**src/rtl/hazard_pkg.sv**
```systemverilog
// Shared encodings for the pipeline hazard controller: forwarding mux
// selects, sequencing FSM states and the default drain length.
package hazard_pkg;

    // ALU operand mux selects
    localparam logic [1:0] FWD_REG = 2'b00;
    localparam logic [1:0] FWD_MEM = 2'b10;
    localparam logic [1:0] FWD_WB  = 2'b01;

    // Default number of bubble cycles before halt is acknowledged (1..15)
    localparam int DRAIN_CYCLES_DEF = 3;

    // Drain counter width, wide enough for the largest legal drain length
    localparam int DCNT_W = 4;

    typedef enum logic [1:0] {
        ST_RUN    = 2'd0,
        ST_DRAIN  = 2'd1,
        ST_HALTED = 2'd2
    } hz_state_e;

endpackage

```
**src/rtl/fwd_sel.sv**
```systemverilog
// Forwarding select for one ALU operand: MEM result beats WB result,
// register 0 is never forwarded.
module fwd_sel
    import hazard_pkg::*;
#(
    parameter int REG_AW = 5
) (
    input  logic [REG_AW-1:0] ex_reg,
    input  logic [REG_AW-1:0] mem_rd,
    input  logic              mem_regwrite,
    input  logic [REG_AW-1:0] wb_rd,
    input  logic              wb_regwrite,
    output logic [1:0]        sel
);

    // Priority compare: youngest producer (MEM) wins
    always_comb begin
        sel = FWD_REG;
        if (mem_regwrite && (mem_rd != '0) && (mem_rd == ex_reg))
            sel = FWD_MEM;
        else if (wb_regwrite && (wb_rd != '0) && (wb_rd == ex_reg))
            sel = FWD_WB;
    end

endmodule

```
**src/rtl/pipeline_hazard_ctrl.sv**
```systemverilog
// Hazard/sequencing controller: EX-stage forwarding, load-use stall,
// taken-branch flush and halt/drain handshake.
// Optional performance counters are built when HAZARD_PERF_CNT_EN is defined.
module pipeline_hazard_ctrl
    import hazard_pkg::*;
#(
    parameter int REG_AW       = 5,
    parameter int DRAIN_CYCLES = DRAIN_CYCLES_DEF,
    parameter int CNT_W        = 32
) (
    input  logic              clk,
    input  logic              rst_n,
    input  logic [REG_AW-1:0] id_rs,
    input  logic [REG_AW-1:0] id_rt,
    input  logic              id_uses_rt,
    input  logic [REG_AW-1:0] ex_rs,
    input  logic [REG_AW-1:0] ex_rt,
    input  logic              ex_memread,
    input  logic              ex_branch_taken,
    input  logic [REG_AW-1:0] mem_rd,
    input  logic              mem_regwrite,
    input  logic [REG_AW-1:0] wb_rd,
    input  logic              wb_regwrite,
    input  logic              halt_req,
    output logic [1:0]        forward_a,
    output logic [1:0]        forward_b,
    output logic              pc_write,
    output logic              ifid_write,
    output logic              ifid_flush,
    output logic              idex_flush,
    output logic              halt_ack
`ifdef HAZARD_PERF_CNT_EN
    ,
    output logic [CNT_W-1:0]  stall_cnt,
    output logic [CNT_W-1:0]  flush_cnt
`endif
);

    localparam logic [DCNT_W-1:0] DRAIN_LAST = DCNT_W'(DRAIN_CYCLES - 1);

    hz_state_e         state_q;
    logic [DCNT_W-1:0] drain_cnt_q;
    logic              halt_ack_q;
    logic [1:0]        fa_raw, fb_raw;
    logic              load_use;

    fwd_sel #(.REG_AW(REG_AW)) u_fwd_a (
        .ex_reg(ex_rs), .mem_rd(mem_rd), .mem_regwrite(mem_regwrite),
        .wb_rd(wb_rd), .wb_regwrite(wb_regwrite), .sel(fa_raw)
    );

    fwd_sel #(.REG_AW(REG_AW)) u_fwd_b (
        .ex_reg(ex_rt), .mem_rd(mem_rd), .mem_regwrite(mem_regwrite),
        .wb_rd(wb_rd), .wb_regwrite(wb_regwrite), .sel(fb_raw)
    );

    // Selects are held at regfile while reset is asserted
    assign forward_a = rst_n ? fa_raw : FWD_REG;
    assign forward_b = rst_n ? fb_raw : FWD_REG;

    assign load_use = ex_memread && (ex_rt != '0) &&
                      ((ex_rt == id_rs) || (id_uses_rt && (ex_rt == id_rt)));

    assign halt_ack = halt_ack_q;

    // Pipeline register enables/flushes from current state and hazards
    always_comb begin
        pc_write   = 1'b1;
        ifid_write = 1'b1;
        ifid_flush = 1'b0;
        idex_flush = 1'b0;
        if (!rst_n) begin
            pc_write   = 1'b0;
            ifid_write = 1'b0;
            ifid_flush = 1'b1;
            idex_flush = 1'b1;
        end else if (state_q == ST_RUN) begin
            // A taken branch makes the ID instruction wrong-path, so its
            // load-use hazard is irrelevant and no stall is applied.
            if (ex_branch_taken) begin
                ifid_flush = 1'b1;
                idex_flush = 1'b1;
            end else if (load_use) begin
                pc_write   = 1'b0;
                ifid_write = 1'b0;
                idex_flush = 1'b1;
            end
        end else begin
            pc_write   = 1'b0;
            ifid_write = 1'b0;
            idex_flush = 1'b1;
            ifid_flush = ex_branch_taken;
        end
    end

    // Halt/drain sequencing FSM with registered acknowledge
    always_ff @(posedge clk or negedge rst_n) begin
        if (!rst_n) begin
            state_q     <= ST_RUN;
            drain_cnt_q <= '0;
            halt_ack_q  <= 1'b0;
        end else begin
            case (state_q)
                ST_RUN: begin
                    if (halt_req) begin
                        state_q     <= ST_DRAIN;
                        drain_cnt_q <= '0;
                    end
                end
                ST_DRAIN: begin
                    if (!halt_req) begin
                        state_q     <= ST_RUN;
                        drain_cnt_q <= '0;
                    end else if (drain_cnt_q == DRAIN_LAST) begin
                        state_q     <= ST_HALTED;
                        drain_cnt_q <= '0;
                        halt_ack_q  <= 1'b1;
                    end else begin
                        drain_cnt_q <= drain_cnt_q + 1'b1;
                    end
                end
                ST_HALTED: begin
                    if (!halt_req) begin
                        state_q    <= ST_RUN;
                        halt_ack_q <= 1'b0;
                    end
                end
                default: begin
                    state_q     <= ST_RUN;
                    drain_cnt_q <= '0;
                    halt_ack_q  <= 1'b0;
                end
            endcase
        end
    end

`ifdef HAZARD_PERF_CNT_EN
    logic [CNT_W-1:0] stall_cnt_q, flush_cnt_q;
    logic             stall_ev, flush_ev;

    // A stall only happens in RUN when no branch overrides it; a branch
    // flushes IF/ID in every state.
    assign stall_ev  = (state_q == ST_RUN) && load_use && !ex_branch_taken;
    assign flush_ev  = ex_branch_taken;
    assign stall_cnt = stall_cnt_q;
    assign flush_cnt = flush_cnt_q;

    // Saturating event counters
    always_ff @(posedge clk or negedge rst_n) begin
        if (!rst_n) begin
            stall_cnt_q <= '0;
            flush_cnt_q <= '0;
        end else begin
            if (stall_ev && (stall_cnt_q != '1)) stall_cnt_q <= stall_cnt_q + 1'b1;
            if (flush_ev && (flush_cnt_q != '1)) flush_cnt_q <= flush_cnt_q + 1'b1;
        end
    end
`endif

endmodule

```
**config.mk**
```make
export PLATFORM = sky130hd
export DESIGN_NAME = pipeline_hazard_ctrl
export DESIGN_NICKNAME = d
export VERILOG_FILES = /design/src/rtl/hazard_pkg.sv /design/src/rtl/fwd_sel.sv /design/src/rtl/pipeline_hazard_ctrl.sv
export SDC_FILE = /design/constraint.sdc
export NUM_CORES = 1
export LEC_CHECK = 0
export CAP_MARGIN = 20
export CORE_ASPECT_RATIO = 0.9
export CORE_UTILIZATION = 39
export DETAILED_ROUTE_END_ITERATION = 10
export HOLD_SLACK_MARGIN = 0.05
export PLACE_DENSITY = 0.8
export RECOVER_POWER = 100
export SLEW_MARGIN = 20
export SYNTH_ARGS = -nofsm -noshare
export SYNTH_HDL_FRONTEND = slang
export SYNTH_HIERARCHICAL = 1
export SYNTH_SLANG_ARGS = --single-unit
```
**constraint.sdc**
```tcl
create_clock -name clk -period 1.9 [get_ports clk]
set_input_delay 0.38 -clock clk [delete_from_list [all_inputs] [get_ports clk]]
set_output_delay 0.38 -clock clk [all_outputs]
set_load 0.005 [all_outputs]
```
==> metrics.cfg, run 1 <==
[synth]
synth_edf_count = 0
yosys-top-cells-area = dfrtp_1 (20%), xor2_1 (15%), xnor2_1 (11%), o41ai_2 (3.8%), nor2_1 (3.5%)
syn_avg_cell_area_um2 = 8.548
synthDistinctLibCells = 32
synthesis.area_um2 = 863.3
yosys_warnings = 6
ys_ff_latch = 7
synthesis.nets = 141
yosysSeqAreaShare_pct = 20.29
yosys.area.top_type = dfrtp_1
yosysTopAreaCellShare_pct = 20.29
netlist_instances = 101
synthFlopType = dfrtp_1
synthArstFlopShare_pct = 100.0

[worst_setup_path]
cp_max_fo = 4
critical_path_arrival_ps = 1590
endpoint_kind = primary output
crit_path_cell_trace = buf_6 -> buf_6 -> xor2_2 -> nor4_2 -> a32oi_1 -> o311a_1 -> buf_2
crit_slowest_cell = o311a_1
worstPathRequired_ps = 1520
crit_type = in2out
startpoint_type = primary input
crit_buf_inv = 3
crit_top_cell = buf_6
cpPeakStageDelay_ps = 320
reg2reg_slack_ps = 110
critPathTopFamily = compound AO/OA/AOI/OAI gates

[worst_hold_path]
hold_class = in2async

[clock_network]
cts_root_buffer = clkbuf_4
worstSkewPairLatency_ps = 250
clock_sinks = 7
clk_path_buf_depth = 2
clkTransAtPathRegs_ps = 50
cts_hold_buf = 0
numCtsBuffers = 3
cts_tree = yes
htree_levels = 1

[placement]
dpl.hpwl_um = 2325
place_ws_ps = -803.9
portBuffers = 46
gp_congestion = 0.7558

[job]
maxCapViolCount = 0

[timing]
tightest_slew_ps = 390.3
timing.final.crit_share_pct = 103.8
finalHoldViolations = 0
setup_viol_count_final = 4
relSlewSlack_pct = 73.92
whs_ps = 276.9
timing.final.max_slew_violations = 0
fin_skew_ps = 6.944
max_freq_mhz = 506.8
grt_setup_unrepaired = yes
finalCriticalPeriod_ps = 1973
finalWorstSetupSlack_ps = -73.06

[finish]
n_antenna_cell = 0
fin_util_pct = 78.49
drive_gt1_share_pct = 41.92
finalNetCount = 208
syn2layout_area_growth_pct = 80.87

[die]
fp-row-count = 15
die-height_um = 46.64
dieArea_um2 = 2406
floorplan.initialDensity_pct = 43.40
core_region_area_um2 = 1989
pin_count = 47
fp.dieW_um = 51.60

[power]
ir_drop_uv = 283.9
p_leak_nw = 0.7161
power.density_nw_per_um2 = 389.5

[routing]
antenna_left = 0
finalWirelength_um = 3021
dr.first_iter.drc_count = 18
dr.pass1.iters = 4
via_per_inst = 5.266
drc = 0
wl_per_cell_um = 15.73
vias = 1011

[grt]
grt.overflow.total = 0
grt_usage_pct = 27.37
first_global_vias = 1056
antenna_found_initial = 0
grt_first_pass_wirelength_um = 4698
grt_max_degree = 10

[outcome]
status = finished, violations left
violations = setup timing

-- timing repair --
action / CTS / global route
cloned: 0 / 0
setup buffers: 7 / 0
pin swaps: 26 / 11
resized for setup: 130 / 25
endpoints found under the setup margin: 8 / 8
-- synthesized netlist by cell type, drive strengths merged, types with 2 or more instances --
cell type / number
xnor2: 11
and3b: 2
nand2: 6
o41ai: 2
inv: 4
xor2: 15
nor2: 8
a21oi: 3
a211oi: 2
ha: 2
nor2b: 2
and2: 4
nor4: 3
a22o: 2
nand3: 5
o21ai: 4
dfrtp: 7
buf: 2
nor3: 7
-- through the flow --
stage | area, um^2 | total power [mW] | instances | TNS (ps)
final | 1562 | 0.6082 | 192 | -193.2
after global routing | 1562 | 0.6442 | 192 | -594.9
after CTS | 1509 | 0.5974 | 192 | -173.5
after detailed placement | 1426 | 0.4502 | 182 | -5128
after global placement | 1426 | 0.4390 | 182 | -4893
after floorplan | 863.3 | 0.2855 | 101 | 0
-- flip-flops by register name, summed over array words and instances (netlist names) --
signal       cells
halt_ack         1
drain_cnt_q      4
state_q          2
-- placed cells by master (no fill, tap or decap), drive strengths merged, types with 5 or more instances in the layout --
cell,count
buf,35
clkbuf,10
clkdlybuf4s50,5
dfrtp,7
dlygate4sd2,12
nand2,6
nand3,5
nor2,8
nor3,7
xnor2,11
xor2,15
-- metal layers --
layer | routed length (um) | vias to the layer above | track usage, %
li1 | - | 490 | -
met4 | 23 | 0 | 4.865
met1 | 1235 | 486 | 29.41
met3 | 73 | 4 | 3.630
met5 | 0 | - | 0
met2 | 1688 | 31 | 57.14
-- cell type report --
class	count	area [um^2]
tap	25	31.28
clock buffer	4	26.28
inverter	4	15.01
sequential	7	175.2
multi-input combinational	88	793.3
fill	137	427.9
timing repair buffer	64	520.5
-- cell families (layout without fill, tap and decap cells) --
logic type               after synthesis  count (layout)  share of synthesized area, %
multiplexers                           2               2                         2.464
XOR/XNOR                              26              26                         26.38
adder cells (fa/ha/maj)                2               2                         2.898
AO/OA/AOI/OAI                         18              18                         17.54
flip-flops                             7               7                         20.29
AND/OR/NAND/NOR                       40              40                         26.52
buffers and inverters                  6              72                         3.913
-- report_power, final --
part | total (mW) | leakage (nW) | internal (mW) | switching, mW
clock | 0.137 | 0.0150 | 0.0803 | 0.0563
sequential | 0.170 | 0.0893 | 0.161 | 0.00935
combinational | 0.302 | 0.612 | 0.158 | 0.144
total | 0.608 | 0.716 | 0.399 | 0.209
-- path summary, 6_finish.rpt --
kind	cells after the start	endpoint	start
worst min-delay path	2	drain_cnt_q[3]	rst_n
max in group asynchronous	2	drain_cnt_q[0]	rst_n
min in group clk	1	drain_cnt_q[2]	drain_cnt_q[2]
worst min register to register	1	drain_cnt_q[2]	drain_cnt_q[2]
worst max-delay path	7	ifid_write	ex_rt[1]
worst max register to register	6	drain_cnt_q[3]	drain_cnt_q[0]
(Power assumes the default switching activity.)
==> run 2: changes to the inputs <==
--- a/config.mk
+++ b/config.mk
@@ -7,13 +7,12 @@
 export LEC_CHECK = 0
 export CAP_MARGIN = 20
 export CORE_ASPECT_RATIO = 0.9
-export CORE_UTILIZATION = 39
+export CORE_UTILIZATION = 37
 export DETAILED_ROUTE_END_ITERATION = 10
 export HOLD_SLACK_MARGIN = 0.05
-export PLACE_DENSITY = 0.8
+export PLACE_DENSITY = 0.79
 export RECOVER_POWER = 100
 export SLEW_MARGIN = 20
 export SYNTH_ARGS = -nofsm -noshare
 export SYNTH_HDL_FRONTEND = slang
-export SYNTH_HIERARCHICAL = 1
 export SYNTH_SLANG_ARGS = --single-unit
==> run 2 against run 1 <==
The flow still finishes with violations (setup timing). Synthesized cell count fell by 6.9%. Maximum frequency fell by 4.9%. Combinational power fell by 8.3%. Sequential share of layout area rose by 0.53 points. Highest routed layer is now met3. Critical path type unchanged. Design area fell by 4.5%. Utilization fell by 3.5 points.
==> metrics.cfg, run 2 <==
[synth]
synth_edf_count = 0
synthFlopType = dfrtp_1
synthDistinctLibCells = 31
synthesis.area_um2 = 807.0
yosys.area.top_type = xor2_1
yosys-top-cells-area = xor2_1 (25%), dfrtp_1 (22%), xnor2_1 (7.6%), or4_1 (4.7%), and2_1 (3.1%)
ys_top_cells_by_count = xor2_1 (23), dfrtp_1 (7), xnor2_1 (7)
yosysSeqAreaShare_pct = 21.71
synthesis.nets = 134
yosys_warnings = 0
ys_ff_latch = 7
yosysTopAreaCellShare_pct = 24.96
synth.most_common_cell = xor2_1
syn_avg_cell_area_um2 = 8.585
synthArstFlopShare_pct = 100.0
netlist_instances = 94

[job]
maxCapViolCount = 0

[grt]
busiest_layer = met2
met2_usage_pct = 49.21
grt.overflow.total = 0
grt_first_pass_wirelength_um = 4319
antenna_found_initial = 0
first_global_vias = 932
grt.met1_usage_pct = 30.00
grt_usage_pct = 25.28
grt_max_degree = 13
met3_usage_pct = 5.281

[worst_setup_path]
startpoint = mem_rd[4]
critical_path_arrival_ps = 1700
crit_type = in2out
endpoint_kind = primary output
timing.rr.start = drain_cnt_q[0]
critPathTopFamily = simple AND/OR/NAND/NOR gates
crit_buf_inv = 2
cpPeakStageDelay_ps = 530
crit_path_cell_trace = buf_6 -> or4_4 -> o21ai_4 -> nor4_4 -> nor4_2 -> buf_2
startpoint_type = primary input
cp_max_fo = 2
worstPathRequired_ps = 1520
crit_slowest_cell = or4_4

[routing]
vias = 931
wl_per_cell_um = 14.74
via_per_inst = 5.005
dr.pass1.iters = 4
antenna_left = 0
dr.first_iter.drc_count = 15
drc = 0
finalWirelength_um = 2741

[die]
die-height_um = 46.31
dieArea_um2 = 2372
fp.dieW_um = 51.23
core_region_area_um2 = 1989
fp-row-count = 15
floorplan.initialDensity_pct = 40.57
pin_count = 47

[outcome]
violations = setup timing
status = finished, violations left

[power]
p_clk_share_pct = 24.1
intPower_mw = 0.3969
switching_share_pct = 33.09
power_frac_seq_pct = 29.2
power.density_nw_per_um2 = 397.7
ir_drop_uv = 392.1
power_frac_comb_pct = 46.6
net-switching-power_mw = 0.1963
p_leak_nw = 0.6905

[timing]
finalWorstSetupSlack_ps = -175.3
setup_tns_ps = -750.8
finalHoldViolations = 0
timing.final.max_slew_violations = 0
fin_skew_ps = 3.848
whs_ps = 325.3
max_freq_mhz = 481.9
finalCriticalPeriod_ps = 2075
relSlewSlack_pct = 60.27
tightest_slew_ps = 596.0
setup_viol_count_final = 5
grt_setup_unrepaired = yes
timing.final.crit_share_pct = 109.2

[clock_network]
numCtsBuffers = 3
htree_levels = 1
clk_path_buf_depth = 2
cts_tree = yes
worstSkewPairLatency_ps = 260
clkTransAtPathRegs_ps = 60
cts_root_buffer = clkbuf_4
cts_hold_buf = 0
clock_sinks = 7

[finish]
largest_reg_flops = 4
syn2layout_area_growth_pct = 84.81
top_register = drain_cnt_q
mostFrequentLayoutCells = xor2_1 (22), buf_4 (19), buf_2 (13), buf_6 (12), dlygate4sd2_1 (11)
multi_input_area_um2 = 664.4
num-fill-cells = 159
seq_area_um2 = 175.2
drive_gt1_share_pct = 39.75
finalNetCount = 202
final_common_cell = xor2_1
n_antenna_cell = 0

[placement]
gp_congestion = 0.8872
dpl.hpwl_um = 2110
portBuffers = 46

[worst_hold_path]
hold_class = in2async

[run 2: changes by cell type in the layout (fill, tap and decap cells not counted), sizes merged, moves of 3 or more]
cell	change
buf	+9
clkbuf	-3
nor2	-4
nor3	-6
or4	+4
xnor2	-4
xor2	+8
[run 2: metrics by stage]
stage / setup slack, ps / instance area, um^2 / total power [mW] / utilization, % / cells
floorplan: -30.99 / 828.3 / 0.2872 / - / 94
global placement: -866.9 / 1425 / 0.4364 / 71.64 / 179
detailed placement: -965.7 / 1425 / 0.4436 / 71.64 / 179
CTS: -210.0 / 1470 / 0.5879 / 73.90 / 185
global route: -241.5 / 1491 / 0.6234 / 74.97 / 186
finish: -175.3 / 1491 / 0.5931 / 74.97 / 186
[run 2: metal layers]
| metal | up-vias | routed length, um |
|---|---|---|
| li1 | 460 | - |
| met1 | 448 | 1158 |
| met2 | 23 | 1505 |
| met3 | 0 | 77 |
| met4 | 0 | 0 |
| met5 | - | 0 |
[run 2: path summary, 6_finish.rpt]
kind / endpoint / depth (start not counted) / slack [ps]
max: forward_a[0] / 6 / -180
min: drain_cnt_q[2] / 2 / 330
max reg2reg: drain_cnt_q[3] / 6 / 180
min reg2reg: drain_cnt_q[2] / 1 / 510
max in group asynchronous: state_q[1] / 2 / 1180
min in group clk: drain_cnt_q[2] / 1 / 510
[run 2: area by class of cell]
cell class / count / share of cell area [%]
clock buffers: 4 / 1.762
inverters: 4 / 1.007
multi-input cells: 76 / 44.55
flip-flops and latches: 7 / 11.74
well taps: 25 / 2.097
repair buffers: 70 / 38.84
[run 2: worst register-to-register path, stage by stage (launching register included)]
cell and delay, ps:
dfrtp_1 400, inv_1 90, ha_1 140, nor3b_1 310
and3b_1 290, a21o_1 180, a22o_1 210
[run 2: power by group through the flow]
stage	logic, mW	clock network (mW)	registers, mW
2_1_floorplan	0.114	0	0.173
3_3_place_gp	0.262	0	0.175
3_5_place_dp	0.268	0	0.176
4_1_cts	0.270	0.145	0.173
5_1_grt	0.297	0.151	0.175
6_report	0.277	0.143	0.173
[run 2: kinds of logic (layout without fill, tap and decap cells)]
family	count (synthesis)	count (layout)	synth area share [%]
and+or+nand+nor	29	29	22.17
AOI/OAI and AO/OA	12	12	10.85
buffers and inverters	11	78	5.736
DFF	7	7	21.71
muxes	3	3	3.876
adders and majority gates	2	2	3.100
xor gates and xnor gates	30	30	32.56
[run 2: repair_timing]
| item | CTS | global route |
|---|---|---|
| setup buffers | 2 | 1 |
| gates resized for setup | 135 | 11 |
| endpoints found under the setup margin | 8 | 8 |
| pin swaps | 24 | 6 |
| gates cloned | 0 | 0 |
==> run 3: changes to the inputs <==
--- a/config.mk
+++ b/config.mk
@@ -7,10 +7,9 @@
 export LEC_CHECK = 0
 export CAP_MARGIN = 20
 export CORE_ASPECT_RATIO = 0.9
-export CORE_UTILIZATION = 37
+export CORE_UTILIZATION = 29
 export DETAILED_ROUTE_END_ITERATION = 10
 export HOLD_SLACK_MARGIN = 0.05
-export PLACE_DENSITY = 0.79
 export RECOVER_POWER = 100
 export SLEW_MARGIN = 20
 export SYNTH_ARGS = -nofsm -noshare
==> run 3 against run 2 <==
The run ends with DRC, setup timing left. Flip-flop and latch count unchanged. Non-clock buffer count increased by 4. Wire length fell by 2.8%. Clock power is 5% lower. Global-route usage decreased by 6.5 points. Register-to-register slack improved by 20 ps. Critical endpoint is now forward_b[0]. Sequential power hardly changed. Utilization down 14 points.
==> metrics.cfg, run 3 (same netlist as run 2, synthesis figures left out) <==
[worst_setup_path]
critical_path_arrival_ps = 1700
worstPathRequired_ps = 1520
crit_path_cell_trace = buf_6 -> or4_4 -> o21ai_4 -> nor4_4 -> nor4_2 -> buf_2
crit_type = in2out
critPathTopFamily = simple AND/OR/NAND/NOR gates
reg2reg_depth = 6
cpPeakStageDelay_ps = 540
crit_buf_inv = 2
endpoint_kind = primary output
crit_slowest_cell = or4_4
startpoint_type = primary input
reg2reg_slack_ps = 200
r2r-end = drain_cnt_q[3]
cp_max_fo = 2
timing.rr.start = drain_cnt_q[0]

[die]
pin_count = 47
die-height_um = 52.05
dieArea_um2 = 2998
fp.dieW_um = 57.61
fp-row-count = 17
floorplan.initialDensity_pct = 31.62
core_region_area_um2 = 2552

[placement]
gp_congestion = 0.7922
portBuffers = 46
dpl.hpwl_um = 1991
dpl_cell_area_um2 = 1444

[finish]
design_area_um2 = 1565
fin_util_pct = 61.32
mostFrequentLayoutCells = xor2_1 (22), buf_4 (22), buf_6 (14), buf_2 (11), dlygate4sd2_1 (9)
drive_gt1_share_pct = 44.24
syn2layout_area_growth_pct = 93.95
top_register = drain_cnt_q
largest_reg_flops = 4
finalNetCount = 206
n_antenna_cell = 0

[routing]
finalWirelength_um = 2665
dr.first_iter.drc_count = 20
antenna_left = 0
dr.pass1.iters = 7
drc = 6
via_per_inst = 4.948
wl_per_cell_um = 13.81
vias = 955

[grt]
first_global_vias = 961
grt_first_pass_wirelength_um = 4257
grt_max_degree = 13
grt_usage_pct = 18.81
antenna_found_initial = 0
grt.overflow.total = 0

[timing]
finalWorstSetupSlack_ps = -183.6
setup_viol_count_final = 7
fin_skew_ps = 0.2914
relSlewSlack_pct = 78.66
timing.final.max_slew_violations = 0
finalHoldViolations = 0
grt_setup_unrepaired = yes
max_freq_mhz = 479.9
tightest_slew_ps = 319.4
finalCriticalPeriod_ps = 2084
timing.final.crit_share_pct = 109.7

[clock_network]
htree_levels = 1
worstSkewPairLatency_ps = 250
numCtsBuffers = 3
cts_hold_buf = 0
clock_sinks = 7
clkTransAtPathRegs_ps = 50
cts_root_buffer = clkbuf_4
cts_tree = yes
clk_path_buf_depth = 2

[power]
ir_drop_uv = 353.6
p_leak_nw = 0.7387
power.density_nw_per_um2 = 386.0

[job]
maxCapViolCount = 0

[worst_hold_path]
hold_class = in2async

[outcome]
status = finished, violations left
violations = DRC, setup timing

run 3: cell types whose count changed in the layout (fill, tap and decap cells not counted), sizes merged:
cell           delta
buf               +5
clkdlybuf4s15     -1
clkdlybuf4s50     +1
clkbuf            +1
dlygate4sd2       -2
run 3: routing by layer:
metal / up-vias / global-route usage, % / share of wire, %
li1: 469 / - / -
met1: 445 / 23.19 / 41
met2: 38 / 32.17 / 49
met3: 3 / 3.234 / 8.4
met4: 0 / 8.130 / 0.90
met5: - / 0 / 0
run 3: worst reg2reg max path, cell delays in order (launching register included):
cell and delay, ps:
dfrtp_1 390, inv_1 80, ha_1 130, nor3b_1 300
and3b_1 290, a21o_1 180, a22o_1 220
run 3: repair_timing:
item,CTS,global route
gates resized for setup,137,15
buffers inserted,5,1
pin swaps,25,14
endpoints found under the setup margin,8,8
run 3: layout make-up:
cell class,instances,area [um^2]
fill,237,987.2
multi-input combinational,76,681.9
tap,28,35.03
clock buffer,4,26.28
timing repair buffer,74,631.9
sequential,7,175.2
inverter,4,15.01
run 3: how the worst max path moves through the flow:
| stage | depth (start not counted) | slack, ps | end | startpoint |
|---|---|---|---|---|
| after floorplan | 6 | -30 | pc_write | ex_rt[2] |
| after global placement | 6 | -890 | forward_a[0] | wb_rd[4] |
| after detailed placement | 6 | -900 | forward_b[0] | mem_rd[1] |
| after CTS | 6 | -190 | forward_b[0] | wb_rd[2] |
| after global routing | 6 | -220 | forward_a[0] | wb_rd[3] |
| final | 6 | -180 | forward_b[0] | mem_rd[4] |
run 3: metrics by stage:
step | worst slack (ps) | power (mW) | std cells | hold slack [ps] | TNS [ps]
6_report | -183.6 | 0.6041 | 193 | 223.2 | -683.9
5_1_grt | -215.7 | 0.6485 | 193 | 220.0 | -1056
4_1_cts | -191.7 | 0.5982 | 193 | 214.7 | -653.7
3_5_place_dp | -897.9 | 0.4472 | 184 | 514.6 | -5891
3_3_place_gp | -885.6 | 0.4434 | 184 | 495.6 | -5843
2_1_floorplan | -30.99 | 0.2872 | 94 | 84.41 | -30.99
run 3: power by group:
part | leakage, nW | total [mW] | switching [mW] | internal, mW
clock network | 0.0150 | 0.136 | 0.0560 | 0.0802
logic | 0.634 | 0.295 | 0.125 | 0.170
registers | 0.0893 | 0.173 | 0.0122 | 0.161
